## src/rtl/alu_wb_pkg.sv

```systemverilog
// Shared types and constants for the ALU writeback/status stage.
// Entry and pending-register layouts are sized by DATA_W/DEST_W.
package alu_wb_pkg;

    localparam int DATA_W     = 8;
    localparam int DEST_W     = 3;
    localparam int FLAG_WIDTH = 3;

    localparam int FLAG_C = 2;
    localparam int FLAG_N = 1;
    localparam int FLAG_Z = 0;

    typedef struct packed {
        logic [DEST_W-1:0] dest;
        logic [DATA_W-1:0] data;
    } wb_entry_t;

    typedef struct packed {
        logic              valid;
        logic [DEST_W-1:0] dest;
        logic              wb;
        logic              set_flags;
    } pending_t;

    function automatic wb_entry_t make_entry(input logic [DEST_W-1:0] dest,
                                             input logic [DATA_W-1:0] data);
        wb_entry_t e;
        e.dest = dest;
        e.data = data;
        return e;
    endfunction

endpackage

```

## src/rtl/wb_fifo.sv

```systemverilog
// In-order synchronous FIFO for writeback entries; supports push and pop in one cycle.
// The head reads as zero while empty so the register-file bus is clean after reset.
module wb_fifo #(
    parameter int WIDTH = 11,
    parameter int DEPTH = 4,
    localparam int CNT_W = $clog2(DEPTH + 1),
    localparam int PTR_W = $clog2(DEPTH)
) (
    input  logic             clock,
    input  logic             reset,
    input  logic             push,
    input  logic [WIDTH-1:0] push_data,
    input  logic             pop,
    output logic [CNT_W-1:0] count,
    output logic             empty,
    output logic [WIDTH-1:0] head
);

    localparam logic [CNT_W-1:0] DEPTH_C = CNT_W'(DEPTH);

    logic [WIDTH-1:0] mem_q [DEPTH];
    logic [WIDTH-1:0] mem_d [DEPTH];
    logic [PTR_W-1:0] wr_ptr_q, wr_ptr_d;
    logic [PTR_W-1:0] rd_ptr_q, rd_ptr_d;
    logic [CNT_W-1:0] count_q, count_d;
    logic             push_ok;
    logic             pop_ok;

    always_comb begin
        pop_ok   = pop && (count_q != '0);
        push_ok  = push && ((count_q != DEPTH_C) || pop_ok);
        mem_d    = mem_q;
        wr_ptr_d = wr_ptr_q;
        rd_ptr_d = rd_ptr_q;
        count_d  = count_q;
        // Pointers wrap naturally because DEPTH is a power of two.
        if (push_ok) begin
            mem_d[wr_ptr_q] = push_data;
            wr_ptr_d        = wr_ptr_q + 1'b1;
        end
        if (pop_ok) begin
            rd_ptr_d = rd_ptr_q + 1'b1;
        end
        if (push_ok && !pop_ok) begin
            count_d = count_q + 1'b1;
        end else if (pop_ok && !push_ok) begin
            count_d = count_q - 1'b1;
        end
    end

    always_ff @(posedge clock) begin
        if (reset) begin
            wr_ptr_q <= '0;
            rd_ptr_q <= '0;
            count_q  <= '0;
        end else begin
            wr_ptr_q <= wr_ptr_d;
            rd_ptr_q <= rd_ptr_d;
            count_q  <= count_d;
        end
    end

    always_ff @(posedge clock) begin
        mem_q <= mem_d;
    end

    assign count = count_q;
    assign empty = (count_q == '0);
    assign head  = empty ? '0 : mem_q[rd_ptr_q];

endmodule

```

## src/rtl/alu_writeback.sv

```systemverilog
// Writeback/status stage behind the one-cycle ALU: holds the issued op for a cycle,
// captures result and flags, updates status and queues results for the register file.
module alu_writeback
    import alu_wb_pkg::*;
#(
    parameter int DATA_WIDTH = DATA_W,
    parameter int DEST_WIDTH = DEST_W,
    parameter int DEPTH      = 4
) (
    input  logic                  clock,
    input  logic                  reset,
    input  logic                  issue_valid,
    input  logic [DEST_WIDTH-1:0] issue_dest,
    input  logic                  issue_wb,
    input  logic                  issue_set_flags,
    output logic                  issue_ready,
    input  logic [DATA_WIDTH-1:0] alu_result,
    input  logic [FLAG_WIDTH-1:0] alu_flags,
    input  logic                  flag_clear,
    output logic [FLAG_WIDTH-1:0] status,
    output logic                  wb_valid,
    input  logic                  wb_ready,
    output logic [DEST_WIDTH-1:0] wb_dest,
    output logic [DATA_WIDTH-1:0] wb_data
);

    localparam int               CNT_W   = $clog2(DEPTH + 1);
    localparam logic [CNT_W:0]   DEPTH_C = (CNT_W + 1)'(DEPTH);

    pending_t              pend_q, pend_d;
    logic [FLAG_WIDTH-1:0] status_q, status_d;
    logic [CNT_W-1:0]      fifo_count;
    logic                  fifo_empty;
    wb_entry_t             fifo_head;
    wb_entry_t             push_entry;
    logic                  push;
    logic                  pop;
    logic [CNT_W:0]        occupancy;

    // A pending write-back already owns a slot; a same-cycle pop is deliberately not credited.
    always_comb begin
        occupancy   = {1'b0, fifo_count} + {{CNT_W{1'b0}}, (pend_q.valid & pend_q.wb)};
        issue_ready = (occupancy < DEPTH_C);
    end

    always_comb begin
        pend_d           = '0;
        pend_d.valid     = issue_valid & issue_ready;
        pend_d.dest      = issue_dest;
        pend_d.wb        = issue_wb;
        pend_d.set_flags = issue_set_flags;
    end

    always_comb begin
        status_d = status_q;
        if (pend_q.valid && pend_q.set_flags) begin
            status_d[FLAG_C] = alu_flags[FLAG_C];
            status_d[FLAG_N] = alu_flags[FLAG_N];
            status_d[FLAG_Z] = alu_flags[FLAG_Z];
        end else if (flag_clear) begin
            status_d = '0;
        end
    end

    always_ff @(posedge clock) begin
        if (reset) begin
            pend_q   <= '0;
            status_q <= '0;
        end else begin
            pend_q   <= pend_d;
            status_q <= status_d;
        end
    end

    always_comb begin
        push       = pend_q.valid & pend_q.wb;
        push_entry = make_entry(pend_q.dest, alu_result);
        pop        = wb_valid & wb_ready;
    end

    wb_fifo #(
        .WIDTH($bits(wb_entry_t)),
        .DEPTH(DEPTH)
    ) u_fifo (
        .clock    (clock),
        .reset    (reset),
        .push     (push),
        .push_data(push_entry),
        .pop      (pop),
        .count    (fifo_count),
        .empty    (fifo_empty),
        .head     (fifo_head)
    );

    assign status   = status_q;
    assign wb_valid = ~fifo_empty;
    assign wb_dest  = fifo_head.dest;
    assign wb_data  = fifo_head.data;

endmodule
```

## config.mk

```make
export PLATFORM = sky130hd
export DESIGN_NAME = alu_writeback
export DESIGN_NICKNAME = d
export VERILOG_FILES = /design/src/rtl/alu_wb_pkg.sv /design/src/rtl/wb_fifo.sv /design/src/rtl/alu_writeback.sv
export SDC_FILE = /design/constraint.sdc
export NUM_CORES = 1
export LEC_CHECK = 0
export ABC_AREA = 1
export CORE_UTILIZATION = 40
export DETAILED_ROUTE_END_ITERATION = 12
export DONT_BUFFER_PORTS = 1
export PLACE_DENSITY = 0.65
export SETUP_SLACK_MARGIN = 0.4
export SLEW_MARGIN = 40
export SYNTH_ARGS = -nofsm -noshare
export SYNTH_HDL_FRONTEND = slang
export SYNTH_SLANG_ARGS = --single-unit
```

## constraint.sdc

```tcl
create_clock -name clock -period 2.7 [get_ports clock]
set_clock_uncertainty 0.2 [all_clocks]
set_input_delay 0.54 -clock clock [delete_from_list [all_inputs] [get_ports clock]]
set_output_delay 0.54 -clock clock [all_outputs]
set_load 0.01 [all_outputs]
```

==> results_dict.tcl <==
set metrics [dict create \
    worst-path-max-fanout 11 \
    ctsRootBufferMaster "clkbuf_8" \
    rows 28 \
    tightest_slew_ns 0.255 \
    dp_hpwl_um 2640 \
    hp-class "input port to flip-flop" \
    grtUsageMet3_pct 6.70 \
    setup_viol 0 \
    cts_tree "yes" \
    cp-end-kind "output port" \
    hold_viol_final 0 \
    viasPerCell 4.80 \
    antenna_left 0 \
    synthTopCellsByArea "edfxtp_1, dfxtp_1, nor2_1" \
    path_cells "nor2_1 > nand2_2 > clkinvlp_4 > buf_12 > a21oi_2" \
    final_common_cell "nor2_1" \
    worstSkewPairLatency_ns 0.33 \
    cp-startpoint "u_fifo.count[0]$_SDFFE_PP0P_" \
    ctsHoldBuffers 0 \
    netlist.area_leader.share_pct 53.5 \
    nets 273 \
    timing.fmax_mhz 453 \
    reg2reg_from "u_fifo.count[0]$_SDFFE_PP0P_" \
    final_max_slew_viol_count 0 \
    wl_per_cell_um 13.5 \
    final_cell_mix "nor2_1, edfxtp_1, nand2_1" \
    p_sw_share_pct 33.9 \
    crit_type "flip-flop to output port" \
    use_met1_pct 16.7 \
    grt_max_degree 25 \
    grt_pass1_vias 1486 \
    finalWorstSetupSlack_ns 0.495 \
    antenna_found_initial 0 \
    dp_slack_ns 0.515 \
    synth_nets 263 \
    busiest_layer "met2" \
    worstPathArrival_ns 1.47 \
    yosysSeqAreaShare_pct 66.4 \
    vias 1566 \
    drtIter0Drc 134 \
    grt-ovfl-total 0 \
    io_pins 37 \
    p_per_area_mw_per_mm2 917 \
    syn_to_final_growth_pct 13.4 \
    critical_path.top_delay_family "flip-flops" \
    start_kind "flip-flop" \
    path_buf_inv 2 \
    finalCritPeriodShare_pct 81.7 \
    cts_sinks 60 \
    diodes 0 \
    grt_use_met2_pct 23.6 \
    outcome "completed" \
    cts_buffers 9 \
    cts_buffer_depth 2 \
    core_mm2 0.00596 \
    ys_warn_count 0 \
    relSlewSlack_pct 82.9 \
    max_stage_delay_ns 0.38 \
    synth_area_leader_cell "edfxtp_1" \
    ys_seq_elements 60 \
    seqPwrFrac_pct 42.8 \
    grt_setup_unrepaired "false" \
    worstPathRequired_ns 1.96 \
    drv_cap 0 \
    fp.dieW_um 80.6 \
    clk_pin_slew_worst_paths_ns 0.06 \
    p_leak_nw 1.03 \
    initial_core_util_pct 41.5 \
    drt_first_pass_iters 4 \
    post-route-min-period_ns 2.21 \
    fin_setup_tns_ns 0 \
    syn_area_mm2 0.00247 \
    p_switching_w 0.000870 \
    htree_levels 3 \
    syn_area_per_cell_um2 10.5 \
    die_y_um 80.6 \
    hp-start "reset" \
    pwr-share-comb_pct 28.7 \
    io_buffers 0 \
    globalRouteTotalUtil_pct 15.0 \
    syn_inst 236 \
    drc 0 \
    r2r_slack_ns 0.61 \
    ys_types 18 \
    globalplace.congestion 0.733 \
    fin_util_pct 47.0 \
    wl_um 4400 \
    slowest_stage "dfxtp_2" \
    intPower_w 0.00170 \
    layout-drive-gt1-share_pct 15.1 \
    vdd_drop_max_mv 0.405 \
    die_area_mm2 0.00650 \
    clkPwrFrac_pct 28.5 \
    grt_pass1_wl_um 6830 \
]
-- flip-flops by register name (all words and copies together) (netlist names) --
name	cells
u_fifo.wr_ptr_q	2
u_fifo.rd_ptr_q	2
status	3
pend_q	6
u_fifo.mem_q	44
u_fifo.count	3
-- cells in the mapped netlist --
cell and n:
nor2_1 63, edfxtp_1 44, nand2_1 24, inv_1 22
a21oi_1 19, o21ai_1 17, dfxtp_1 16, o21ai_0 8
ha_1 5, nand3_1 5, buf_6 4, buf_4 3
buf_2 1, clkbuf_1 1, fa_1 1, inv_2 1
inv_4 1, nand2_2 1
-- routing by layer --
metal / share of wire, % / vias up
met3: 5.9 / 6
met1: 42 / 729
met5: 0 / -
met4: 1.5 / 0
met2: 51 / 29
li1: - / 802
-- power by group through the flow --
stage | clock, W | combinational [W] | sequential, W
floorplan | 0 | 0.000534 | 0.00108
global placement | 0 | 0.000576 | 0.00111
detailed placement | 0 | 0.000583 | 0.00111
CTS | 0.000747 | 0.000677 | 0.00109
global route | 0.000789 | 0.000821 | 0.00111
finish | 0.000732 | 0.000738 | 0.00110
-- path summary, 6_finish.rpt --
kind / end / depth (start not counted)
setup reg to reg: u_fifo.count[2]$_SDFFE_PP0P_ / 12
hold / removal: status[0]$_SDFFE_PP0P_ / 1
setup / recovery: wb_dest[2] / 5
hold reg to reg: u_fifo.mem_q[9]$_DFFE_PP_ / 0
-- what timing repair did --
action                     in CTS  in global routing
pin swaps                       0                  1
setup buffers                   1                  0
hold endpoints to repair        0                  0
setup endpoints to repair      11                 12
resized for setup               5                 12
-- logic make-up after synthesis --
logic type                 Yosys count  share of synthesized area (%)
AOI/OAI and AO/OA                   44                           8.91
buffers and inverters               33                           6.83
and+or+nand+nor                     93                           14.5
DFF                                 60                           66.4
adders and majority gates            6                           3.34
-- layout make-up --
type                       instances  area [um^2]
sequential                        60         1650
multi-input combinational        143          709
fill                             554         3150
tap                               75         93.8
inverter                          24         96.3
clock inverter                     7         57.6
timing repair buffer               8         72.6
clock buffer                       9          124
-- metrics by stage --
stage	hold WS (ns)	power (W)	instance area, um^2	std cells
6_report	0.0732	0.00257	2800	326
5_1_grt	0.0486	0.00272	2800	326
4_1_cts	0.0574	0.00252	2760	326
3_5_place_dp	0.261	0.00169	2540	309
3_3_place_gp	0.258	0.00168	2540	309
2_1_floorplan	0.238	0.00161	2470	236
No activity file was read; power rests on OpenSTA's default activity.
